<file path="src/rtl/spi_slave_rx_multi.sv">
// SPI slave receiver with single/dual/quad lanes, clocked directly by sclk.
// The first word after cs falls is a fixed-length command. Later word lengths are set
// by counter_in/counter_in_upd. Completed words go to a one-deep output register with
// a valid/ready handshake and a sticky overflow flag.
module spi_slave_rx_multi #(
  parameter int unsigned DATA_WIDTH = 32,
  parameter int unsigned CNT_WIDTH  = 8,
  parameter int unsigned CMD_BITS   = 8
) (
  input  logic                  sclk,
  input  logic                  rstn,
  input  logic                  cs,
  input  logic [3:0]            sdi,
  input  logic [1:0]            lane_mode,
  input  logic [CNT_WIDTH-1:0]  counter_in,
  input  logic                  counter_in_upd,
  output logic [DATA_WIDTH-1:0] data_o,
  output logic                  data_valid,
  input  logic                  data_ready,
  output logic                  overflow,
  input  logic                  overflow_clr,
  output logic                  busy
);

  // Command-word targets: shift cycles minus one for each lane width.
  localparam logic [CNT_WIDTH-1:0] CmdTgtSingle = CNT_WIDTH'(CMD_BITS - 1);
  localparam logic [CNT_WIDTH-1:0] CmdTgtDual   = CNT_WIDTH'(CMD_BITS / 2 - 1);
  localparam logic [CNT_WIDTH-1:0] CmdTgtQuad   = CNT_WIDTH'(CMD_BITS / 4 - 1);

  typedef enum logic [1:0] {
    StIdle,
    StRun,
    StWait
  } state_t;

  state_t                state_q;
  logic [CNT_WIDTH-1:0]  counter_q;
  logic [CNT_WIDTH-1:0]  target_q;
  logic [DATA_WIDTH-1:0] shreg_q;

  logic [DATA_WIDTH-1:0] shreg_shift;
  logic [CNT_WIDTH-1:0]  cmd_target;
  logic                  word_done;

  // Shift-in value and command target, both following the lane mode of this cycle.
  always_comb begin
    shreg_shift = {shreg_q[DATA_WIDTH-2:0], sdi[0]};
    cmd_target  = CmdTgtSingle;
    case (lane_mode)
      2'b01: begin
        shreg_shift = {shreg_q[DATA_WIDTH-3:0], sdi[1:0]};
        cmd_target  = CmdTgtDual;
      end
      2'b10: begin
        shreg_shift = {shreg_q[DATA_WIDTH-5:0], sdi[3:0]};
        cmd_target  = CmdTgtQuad;
      end
      default: begin
        // Single lane; the reserved encoding 2'b11 also lands here.
        shreg_shift = {shreg_q[DATA_WIDTH-2:0], sdi[0]};
        cmd_target  = CmdTgtSingle;
      end
    endcase
  end

  // A word completes on the RUN cycle where the counter reaches the target.
  assign word_done = !cs && (state_q == StRun) && (counter_q == target_q);

  // Frame FSM, shift counter, word target and shift register.
  always_ff @(posedge sclk) begin
    if (!rstn) begin
      state_q   <= StIdle;
      counter_q <= '0;
      target_q  <= '0;
      shreg_q   <= '0;
      busy      <= 1'b0;
    end else if (cs) begin
      // Deselect aborts any partial word; the target is left alone.
      state_q   <= StIdle;
      counter_q <= '0;
      shreg_q   <= '0;
      busy      <= 1'b0;
    end else begin
      case (state_q)
        StIdle: begin
          state_q   <= StRun;
          counter_q <= '0;
          target_q  <= cmd_target;
          busy      <= 1'b1;
        end
        StRun: begin
          shreg_q <= shreg_shift;
          if (counter_q == target_q) begin
            counter_q <= '0;
          end else begin
            counter_q <= counter_q + CNT_WIDTH'(1);
          end
          if (counter_in_upd) begin
            target_q <= counter_in;
          end else if (counter_q == target_q) begin
            state_q <= StWait;
            busy    <= 1'b0;
          end
        end
        StWait: begin
          // Shift register and counter hold; only a new target re-arms reception.
          if (counter_in_upd) begin
            target_q <= counter_in;
            state_q  <= StRun;
            busy     <= 1'b1;
          end
        end
        default: begin
          state_q   <= StIdle;
          counter_q <= '0;
          busy      <= 1'b0;
        end
      endcase
    end
  end

  // Output word register with valid/ready handshake and sticky overflow (set beats clear).
  always_ff @(posedge sclk) begin
    if (!rstn) begin
      data_o     <= '0;
      data_valid <= 1'b0;
      overflow   <= 1'b0;
    end else begin
      if (word_done) begin
        if (!data_valid || data_ready) begin
          data_o     <= shreg_shift;
          data_valid <= 1'b1;
        end
      end else if (data_valid && data_ready) begin
        data_valid <= 1'b0;
      end

      if (word_done && data_valid && !data_ready) begin
        overflow <= 1'b1;
      end else if (overflow_clr) begin
        overflow <= 1'b0;
      end
    end
  end

endmodule

</file>
<file path="config.mk">
export PLATFORM = sky130hd
export DESIGN_NAME = spi_slave_rx_multi
export DESIGN_NICKNAME = d
export VERILOG_FILES = /design/src/rtl/spi_slave_rx_multi.sv
export SDC_FILE = /design/constraint.sdc
export NUM_CORES = 1
export LEC_CHECK = 0
export BUFFER_PORTS_ARGS = -buffer_cell sky130_fd_sc_hd__buf_2
export CAP_MARGIN = 20
export CORE_AREA = 3 3 73 109
export DETAILED_ROUTE_END_ITERATION = 6
export DIE_AREA = 0 0 76 112
export PLACE_DENSITY = 0.74
export SLEW_MARGIN = 15
export SYNTH_ARGS = -nofsm -noshare
export SYNTH_HDL_FRONTEND = slang
export SYNTH_SLANG_ARGS = --single-unit
</file>
<file path="constraint.sdc">
create_clock -name sclk -period 2.1 [get_ports sclk]
set_clock_uncertainty 0.1 [all_clocks]
set_input_delay 0.21 -clock sclk [delete_from_list [all_inputs] [get_ports sclk]]
set_output_delay 0.21 -clock sclk [all_outputs]
set_load 0.03 [all_outputs]
</file>
==> reports/metrics.cfg, run 1 <==
[clock_tree]
root_buffer = clkbuf_8
hold_buffers = 1
htreeDepth = 3
clkSinkCount = 83
clk_pin_slew_ns = 0.07
cts_tree = built
postCtsSetupBuffers = 0
numCtsBuffers = 9
worst_skew_pair.late_latency_ns = 0.36
cts.path.max_buffers = 2
cts-resized-gates = 0

[worst_setup_path]
crit_arrival_ns = 2.09
r2r_slack_ns = 0.19
worst_ep_required_time_ns = 2.28
regToRegEndpoint = data_o[21]
crit_path_start = counter_q[4]
worstSetupPathType = flip-flop to flip-flop
critPathMaxFanout = 32
cp-start-kind = flip-flop
endpoint_kind = flip-flop
reg2reg_depth = 5
r2r_start = counter_q[4]
cp-endpoint = data_o[21]

[layout]
utilization_pct = 63.73
antennaDiodeCount = 0
fin_nets = 537
nFillCells = 621
syn2layout_area_growth_pct = 14.10
drive_gt1_share_pct = 16.89

[logic_synthesis]
synth-seq-cells = 83
ys_warn_count = 0
synth_common_cells = nand2_1 (106), dfxtp_1 (83), mux2i_1 (65), nor2_1 (36), o21ai_0 (35)
ys_types = 37
synth-seq-area-share_pct = 41.44
syn_nets = 492
async_flop_share_pct = 0
syn_area_um2 = 4010
synth_top_area_share_pct = 41.44
synth_cells = 465
yosys.area.top_type = dfxtp_1
synth_edf_count = 0
synthFlopType = dfxtp_1
syn_avg_cell_area_um2 = 8.624
yosysMostFrequentCell = nand2_1
synth.area.top_cells = dfxtp_1 (41%), mux2i_1 (16%), nand2_1 (9.9%), a22oi_1 (5.6%), o21ai_0 (4.4%)

[global_routing]
grt_pass1_vias = 3341
grt-ovfl-total = 0
antenna_found_initial = 0
gr-usage-all-layers_pct = 21.45
grt_pass1_wl_mm = 15.06
grt_max_degree = 64

[drt]
drt_pre_antenna_iters = 5
vias = 3349
routedWlPerCell_um = 14.08
drc = 0
via_per_inst = 5.446
drtIter0Drc = 138
drt-total-wl_mm = 8.661
antenna_left = 0

[timing]
maxSlewViolCount = 0
tightest_slew_ns = 0.6045
hold_viol_final = 0
setup_tns_ns = 0
fin_crit_ns = 1.910
max_clock_freq_ghz = 0.5235
fin_ws_ns = 0.1899
min_period_over_period_pct = 90.96
rsz0062_at_grt = false
slew_headroom_pct = 59.70
setup_viol = 0

[floorplanning]
die-width_um = 76
die_h_um = 112
die_area_um2 = 8512
io_pins = 55
core_area_um2 = 7179
fp-row-count = 38
initial_core_util_pct = 55.86

[pwr]
powerDensity_nw_per_um2 = 637.9
ir_worst_vdd_mv = 0.4268
p_leak_nw = 1.605

[placed_design]
post-dp-hpwl_mm = 5.947
place_congestion = 0.8425
pre_cts_slack_ns = 0.1752
portBuffers = 54

[worst_hold_path]
hold_path_class = input pin to flip-flop
hold_depth = 3

[job]
maxCapViolCount = 0

[run_status]
status = complete, no violations

[worst max-delay path: stages, from the launching register on]
cell and delay (ns):
dfxtp_1 0.41, xnor2_1 0.17, nand4_1 0.25, nor4_4 0.37
buf_12 0.29, mux2i_1 0.24
[power breakdown]
group          leakage (nW)  total (mW)  internal [mW]  switching, mW
clock                0.0905        1.03          0.492          0.533
combinational         0.845       0.298          0.109          0.189
sequential            0.670        1.60           1.58         0.0109
[registers in the layout, summed over array words and instances (netlist names)]
name and cells:
data_o 32, shreg_q 31, data_valid 1, target_q 8, state_q 2, overflow 1
counter_q 8
[cells by family after synthesis]
group / Yosys count / share of synthesized area (%)
adder cells (fa/ha/maj): 7 / 2.184
XOR/XNOR: 15 / 3.464
AND/OR/NAND/NOR: 164 / 17.35
flip-flops: 83 / 41.44
AO/OA/AOI/OAI: 90 / 14.95
buffers and inverters: 41 / 4.399
multiplexers: 65 / 16.22
[cell usage in the layout, fill, tap and decap left out, drive strengths merged]
| cell | n |
|---|---|
| dlygate4sd3 | 1 |
| mux2i | 65 |
| a41oi | 1 |
| a22oi | 30 |
| xor2 | 3 |
| o211a | 2 |
| a21boi | 6 |
| nand2 | 106 |
| ha | 7 |
| dfxtp | 83 |
| a31o | 1 |
| and3b | 1 |
| inv | 6 |
| a21oi | 1 |
| nand4 | 2 |
| o221a | 1 |
| xnor2 | 12 |
| nand2b | 2 |
| a211oi | 9 |
| nand4b | 2 |
| nand3 | 5 |
| nor3 | 2 |
| nor2 | 36 |
| and4 | 2 |
| nor4 | 2 |
| clkbuf | 14 |
| o211ai | 1 |
| buf | 67 |
| nor2b | 4 |
| o21ai | 36 |
| o21a | 2 |
| clkinv | 3 |
[area by class of cell]
class	instances	area [µm²]	share of cell area (%)
flip-flops and latches	83	1662	36.31
well taps	100	125.1	2.734
clock buffers	14	162.7	3.555
inverters	7	26.28	0.5742
clock inverters	2	10.01	0.2188
multi-input cells	341	2175	47.53
repair buffers	68	415.4	9.078
[how the worst min path moves through the flow]
stage,startpoint,end
2_1_floorplan,sdi[0],data_o[0]
3_3_place_gp,data_o[11],data_o[11]
3_5_place_dp,data_o[16],data_o[16]
4_1_cts,counter_in[3],target_q[3]
5_1_grt,counter_in[3],target_q[3]
6_report,counter_in[3],target_q[3]
[layer usage]
| metal | GRT usage [%] | vias to the layer above | wire (µm) |
|---|---|---|---|
| met4 | 8.827 | 0 | 172 |
| met3 | 4.773 | 17 | 371 |
| met2 | 38.86 | 77 | 4453 |
| met5 | 0 | - | 0 |
| li1 | - | 1690 | - |
| met1 | 24.16 | 1565 | 3664 |
[metrics by stage]
stage	power (mW)	area, µm²	cells	hold slack, ns
2_1_floorplan	1.841	4010	465	0.2522
3_3_place_gp	1.921	4393	598	0.3388
3_5_place_dp	1.926	4393	598	0.3438
4_1_cts	2.944	4576	615	0.001044
5_1_grt	3.039	4576	615	0.01726
6_report	2.919	4576	615	0.01519
No activity file was read; power rests on OpenSTA's default activity.
==> inputs of run 2 (changes only) <==
ABC_AREA = 0   (was default)
CAP_MARGIN = 25   (was 20)
CORE_AREA = 3 3 76 113   (was 3 3 73 109)
DIE_AREA = 0 0 79 116   (was 0 0 76 112)
PLACE_DENSITY = 0.68   (was 0.74)
==> run 2 against run 1 <==
Against the previous run: sequential power barely moved; power is 18% higher; clock power rose by 50%; global-route usage shrank 1.6 points; critical path depth is 1 higher; flip-flop and latch count unchanged; non-clock buffer count unchanged; design area up 2.8%; worst hold slack gained 0.021 ns; register-to-register slack got worse by 0.08 ns; largest power group unchanged.
==> reports/metrics.cfg, run 2 (same netlist as run 1, synthesis figures left out) <==
[timing]
maxSlewViolCount = 0  ; unchanged
setup_viol = 0  ; unchanged
setup_tns_ns = 0  ; unchanged
min_period_over_period_pct = 94.84  ; +3.9 points
rsz0062_at_grt = false
tightest_slew_ns = 0.7037  ; +0.09918 ns
max_clock_freq_ghz = 0.5021  ; -4.1%
fin_crit_ns = 1.992  ; +0.08158 ns
fin_ws_ns = 0.1084  ; -0.08158 ns
hold_viol_final = 0  ; unchanged
slew_headroom_pct = 53.09  ; -6.6 points

[drt]
drt_pre_antenna_iters = 5  ; unchanged
drtIter0Drc = 220  ; +59%
antenna_left = 0  ; unchanged
drt-total-wl_mm = 8.614  ; -0.54%
routedWlPerCell_um = 13.96  ; -0.87%
drc = 0  ; unchanged
via_per_inst = 5.417  ; -0.53%
vias = 3342  ; -0.21%

[worst_setup_path]
critPathMaxFanout = 17  ; -47%
cp-start-kind = flip-flop
r2r_start = state_q[1]
reg2reg_depth = 6  ; +1
worst_ep_required_time_ns = 2.25  ; -0.03 ns
crit_arrival_ns = 2.14  ; +0.05 ns
r2r_slack_ns = 0.11  ; -0.08 ns
worstSetupPathType = flip-flop to flip-flop
regToRegEndpoint = data_o[20]
endpoint_kind = flip-flop

[floorplanning]
die-width_um = 79  ; +3.9%
core_area_um2 = 7710  ; +7.4%
initial_core_util_pct = 52.01  ; -3.8 points
io_pins = 55  ; unchanged
fp-row-count = 39  ; +2.6%
die_h_um = 116  ; +3.6%
die_area_um2 = 9164  ; +7.7%

[global_routing]
antenna_found_initial = 0  ; unchanged
gr-usage-all-layers_pct = 19.81  ; -1.6 points
grt_max_degree = 77  ; +20%
grt-ovfl-total = 0  ; unchanged
grt_pass1_wl_mm = 14.55  ; -3.3%
grt_pass1_vias = 3206  ; -4.0%

[pwr]
ir_worst_vdd_mv = 0.4895  ; +15%
finalPower_mw = 3.441  ; +18%
p_leak_nw = 1.662  ; +3.6%
powerDensity_nw_per_um2 = 731.4  ; +15%

[clock_tree]
clk_pin_slew_ns = 0.06  ; about the same
postCtsSetupBuffers = 0  ; unchanged
clkSinkCount = 83  ; unchanged
numCtsBuffers = 9  ; unchanged
hold_buffers = 0  ; -1
cts.path.max_buffers = 2  ; unchanged
worst_skew_pair.late_latency_ns = 0.33  ; -0.03 ns
root_buffer = clkbuf_16
htreeDepth = 3  ; unchanged
cts-resized-gates = 0  ; unchanged
cts_tree = built

[worst_hold_path]
holdCritStartpoint = sdi[0]
hold_path_class = input pin to flip-flop
min_to = data_o[0]
hold_depth = 3  ; unchanged

[layout]
final_common_cell = nand2_1
fin_nets = 537  ; unchanged
drive_gt1_share_pct = 16.89  ; unchanged
multi_input_area_um2 = 2175  ; unchanged
reg_top3 = data_o (32), shreg_q (31)
largest_reg_flops = 32  ; unchanged
nFillCells = 707  ; +14%
instances_no_fill = 617  ; +0.33%
antennaDiodeCount = 0  ; unchanged
syn2layout_area_growth_pct = 17.32
top_register = data_o
mostFrequentLayoutCells = nand2_1 (106), dfxtp_1 (83), mux2i_1 (65), buf_2 (54), nor2_1 (36)
area.sequential_um2 = 1662  ; unchanged

[job]
maxCapViolCount = 0  ; unchanged

[run_status]
status = complete, no violations

[placed_design]
portBuffers = 54  ; unchanged
post-dp-hpwl_mm = 5.857  ; -1.5%
place_congestion = 0.8457  ; +0.38%
pre_cts_slack_ns = 0.1854  ; +0.01020 ns
placed_cells = 601  ; +0.50%

-- run 2: per-layer routing --
metal  track usage, %  vias to the layer above  wire length (µm)
li1                 -                     1691                 -
met1            24.40                     1544              3888
met2            32.17                       89              4175
met3            3.966                       18               339
met4            11.24                        0               210
met5                0                        -                 0
-- run 2: through the flow --
stage                     hold WS, ns  utilization [%]  instance area, µm²
final                         0.03632            61.02                4705
after detailed placement       0.3425            57.27                4415
after floorplan                0.2522                -                4010
after global placement         0.3398            57.27                4415
after global routing          0.02549            61.02                4705
after CTS                     0.02556            61.02                4705
-- run 2: final cells by class --
class / count / area share, %
clock buffer: 14 / 5.399
clock inverter: 2 / 0.7447
inverter: 7 / 0.5585
multi-input combinational: 341 / 46.22
sequential: 83 / 35.32
tap: 102 / 2.713
timing repair buffer: 68 / 9.043
-- run 2: worst max path at each step --
stage | startpoint | end | slack [ns] | cells after the start
after floorplan | state_q[0] | target_q[0] | 0.01 | 7
after global placement | counter_q[0] | data_o[14] | 0.26 | 5
after detailed placement | counter_q[0] | data_o[4] | 0.19 | 5
after CTS | counter_q[0] | data_o[20] | 0.11 | 5
after global routing | state_q[1] | data_o[20] | 0.002 | 6
final | state_q[1] | data_o[20] | 0.11 | 6
-- run 2: critical path, stage by stage, from the launching register on --
cell	delay (ns)
dfxtp_1	0.34
inv_1	0.09
ha_2	0.29
nand2b_1	0.15
nor4_4	0.45
buf_12	0.23
mux2i_1	0.25
-- run 2: power by group --
group	internal [mW]	switching [mW]	total, mW
combinational	0.109	0.187	0.296
clock	0.954	0.593	1.55
sequential	1.59	0.0111	1.60
total	2.65	0.791	3.44
==> inputs of run 3 (changes only) <==
ABC_AREA = default   (was 0)
CORE_AREA = 2 2 75 112   (was 3 3 76 113)
DIE_AREA = 0 0 77 114   (was 0 0 79 116)
REMOVE_ABC_BUFFERS = 1   (was default)
==> run 3 against run 2 <==
Against the previous run: via count is 1.4% lower; setup slack gained 0.082 ns; final cell count up 0.16%; combinational power increased by 2%; wire length up 0.94%; first-iteration DRC count down 3.2%; die area shrank 4.2%; register-to-register slack improved by 0.08 ns; sequential power barely moved; core utilization fell by 1.1 points; design area is 0.77% higher; clock power increased by 5%; critical endpoint is now data_o[30].
==> reports/metrics.cfg, run 3 (same netlist as run 1, synthesis figures left out) <==
[run_status]
status = complete, no violations

[worst_setup_path]
endpoint_kind = flip-flop
crit_buf_inv = 1  ; -1
worst_path_max_delay_cell = dfxtp_1
cp_cell_sequence = xnor2_1 > nand4_1 > nor4_4 > buf_12 > mux2i_1
worst_ep_required_time_ns = 2.26  ; about the same
critPathMaxStageDelay_ns = 0.42  ; -0.03 ns
cp-start-kind = flip-flop
critPathMaxFanout = 32  ; +15
critPathTopFamily = simple AND/OR/NAND/NOR gates
crit_arrival_ns = 2.07  ; -0.07 ns
worstSetupPathType = flip-flop to flip-flop

[layout]
largest_reg_flops = 32  ; unchanged
top_register = data_o
final_common_cell = nand2_1
instances_no_fill = 618  ; +0.16%
utilization_pct = 59.95  ; -1.1 points
drive_gt1_share_pct = 17.35  ; +0.46 points
mostFrequentLayoutCells = nand2_1 (106), dfxtp_1 (83), mux2i_1 (65), buf_2 (54), nor2_1 (36)
antennaDiodeCount = 0  ; unchanged
design_area_um2 = 4741  ; +0.77%
syn2layout_area_growth_pct = 18.22
reg_top3 = data_o (32), shreg_q (31)
fin_nets = 536  ; -0.19%

[timing]
hold_viol_final = 0  ; unchanged
max_clock_freq_ghz = 0.5238  ; +4.3%
min_period_over_period_pct = 90.92  ; -3.9 points
setup_viol = 0  ; unchanged
slew_headroom_pct = 60.22  ; +7.1 points
tightest_slew_ns = 0.5927  ; -0.1110 ns
maxSlewViolCount = 0  ; unchanged
rsz0062_at_grt = false
setup_tns_ns = 0  ; unchanged
fin_ws_ns = 0.1907  ; +0.08236 ns
fin_crit_ns = 1.909  ; -0.08236 ns

[pwr]
ir_worst_vdd_mv = 0.4933  ; +0.77%
p_leak_nw = 1.674  ; +0.68%
powerDensity_nw_per_um2 = 743.7  ; +1.7%

[global_routing]
grt-ovfl-total = 0  ; unchanged
gr-usage-all-layers_pct = 21.22  ; +1.4 points
grt_max_degree = 64  ; -17%
grt_pass1_vias = 3239  ; +1.0%
grt_pass1_wl_mm = 14.92  ; +2.5%
antenna_found_initial = 0  ; unchanged

[clock_tree]
clkSinkCount = 83  ; unchanged
root_buffer = clkbuf_16
cts_tree = built
worst_skew_pair.late_latency_ns = 0.34  ; about the same
clk_pin_slew_ns = 0.06  ; about the same
cts.path.max_buffers = 2  ; unchanged
postCtsSetupBuffers = 0  ; unchanged
numCtsBuffers = 9  ; unchanged
htreeDepth = 3  ; unchanged

[floorplanning]
io_pins = 55  ; unchanged
fp-row-count = 40  ; +2.6%
die_area_um2 = 8778  ; -4.2%
initial_core_util_pct = 50.71  ; -1.3 points
die_h_um = 114  ; -1.7%
die-width_um = 77  ; -2.5%
core_area_um2 = 7908  ; +2.6%

[drt]
vias = 3294  ; -1.4%
routedWlPerCell_um = 14.07  ; +0.78%
via_per_inst = 5.330  ; -1.6%
antenna_left = 0  ; unchanged
drt-total-wl_mm = 8.695  ; +0.94%
drc = 0  ; unchanged
drt_pre_antenna_iters = 4  ; -1
drtIter0Drc = 213  ; -3.2%

[worst_hold_path]
hold_path_class = input pin to flip-flop

[job]
maxCapViolCount = 0  ; unchanged

[placed_design]
portBuffers = 54  ; unchanged
postPlaceCellArea_um2 = 4424  ; +0.20%
place_congestion = 0.8751  ; +3.5%
post-dp-hpwl_mm = 5.871  ; +0.24%
pre_cts_slack_ns = 0.2043  ; +0.01899 ns
placed_cells = 603  ; +0.33%

## run 3: cell count changes in the layout (fill, tap and decap cells not counted)
cell | previous run | this run
buf_4 | 10 | 8
clkbuf_8 | 1 | 4
buf_12 | 4 | 5
clkbuf_1 | 4 | 1
clkinv_2 | 1 | 0
ha_2 | 1 | 2
ha_1 | 6 | 5
## run 3: power by group
part           internal (mW)  total, mW  switching, mW
registers               1.59       1.60         0.0117
logic                  0.112      0.303          0.191
clock network           1.04       1.62          0.580
## run 3: path summary, 6_finish.rpt
check | depth (start not counted) | start | to | slack (ns)
worst max-delay path | 5 | counter_q[3] | data_o[30] | 0.19
worst min-delay path | 3 | sdi[0] | data_o[0] | 0.03
worst min register to register | 2 | data_o[9] | data_o[9] | 0.35
worst max register to register | 5 | counter_q[3] | data_o[30] | 0.19
## run 3: cell type report
class / count / area [µm²]
Clock inverter: 1 / 30.03
Clock buffer: 14 / 284.0
Timing Repair Buffer: 67 / 430.4
Fill cell: 719 / 3167
Tap cell: 105 / 131.4
Multi-Input combinational cell: 341 / 2177
Inverter: 7 / 26.28
Sequential cell: 83 / 1662
## run 3: timing repair
item,CTS,global route
gates resized for setup,0,1
hold buffers,0,0
endpoints found under the setup margin,0,1
## run 3: worst register-to-register path, cell delays in order (launching register included)
cell and delay [ns]:
dfxtp_1 0.42, xnor2_1 0.17, nand4_1 0.24, nor4_4 0.37
buf_12 0.28, mux2i_1 0.25
## run 3: per-stage QoR
step / power, mW / hold WS, ns
2_1_floorplan: 1.812 / 0.2278
3_3_place_gp: 1.930 / 0.3394
3_5_place_dp: 1.934 / 0.3456
4_1_cts: 3.560 / 0.02605
5_1_grt: 3.676 / 0.05028
6_report: 3.526 / 0.03130
## run 3: per-layer routing
metal / share of wire [%] / global-route usage (%)
met2: 52 / 38.01
met4: 2.2 / 8.214
met1: 43 / 25.24
met5: 0 / 0
met3: 3.2 / 3.639
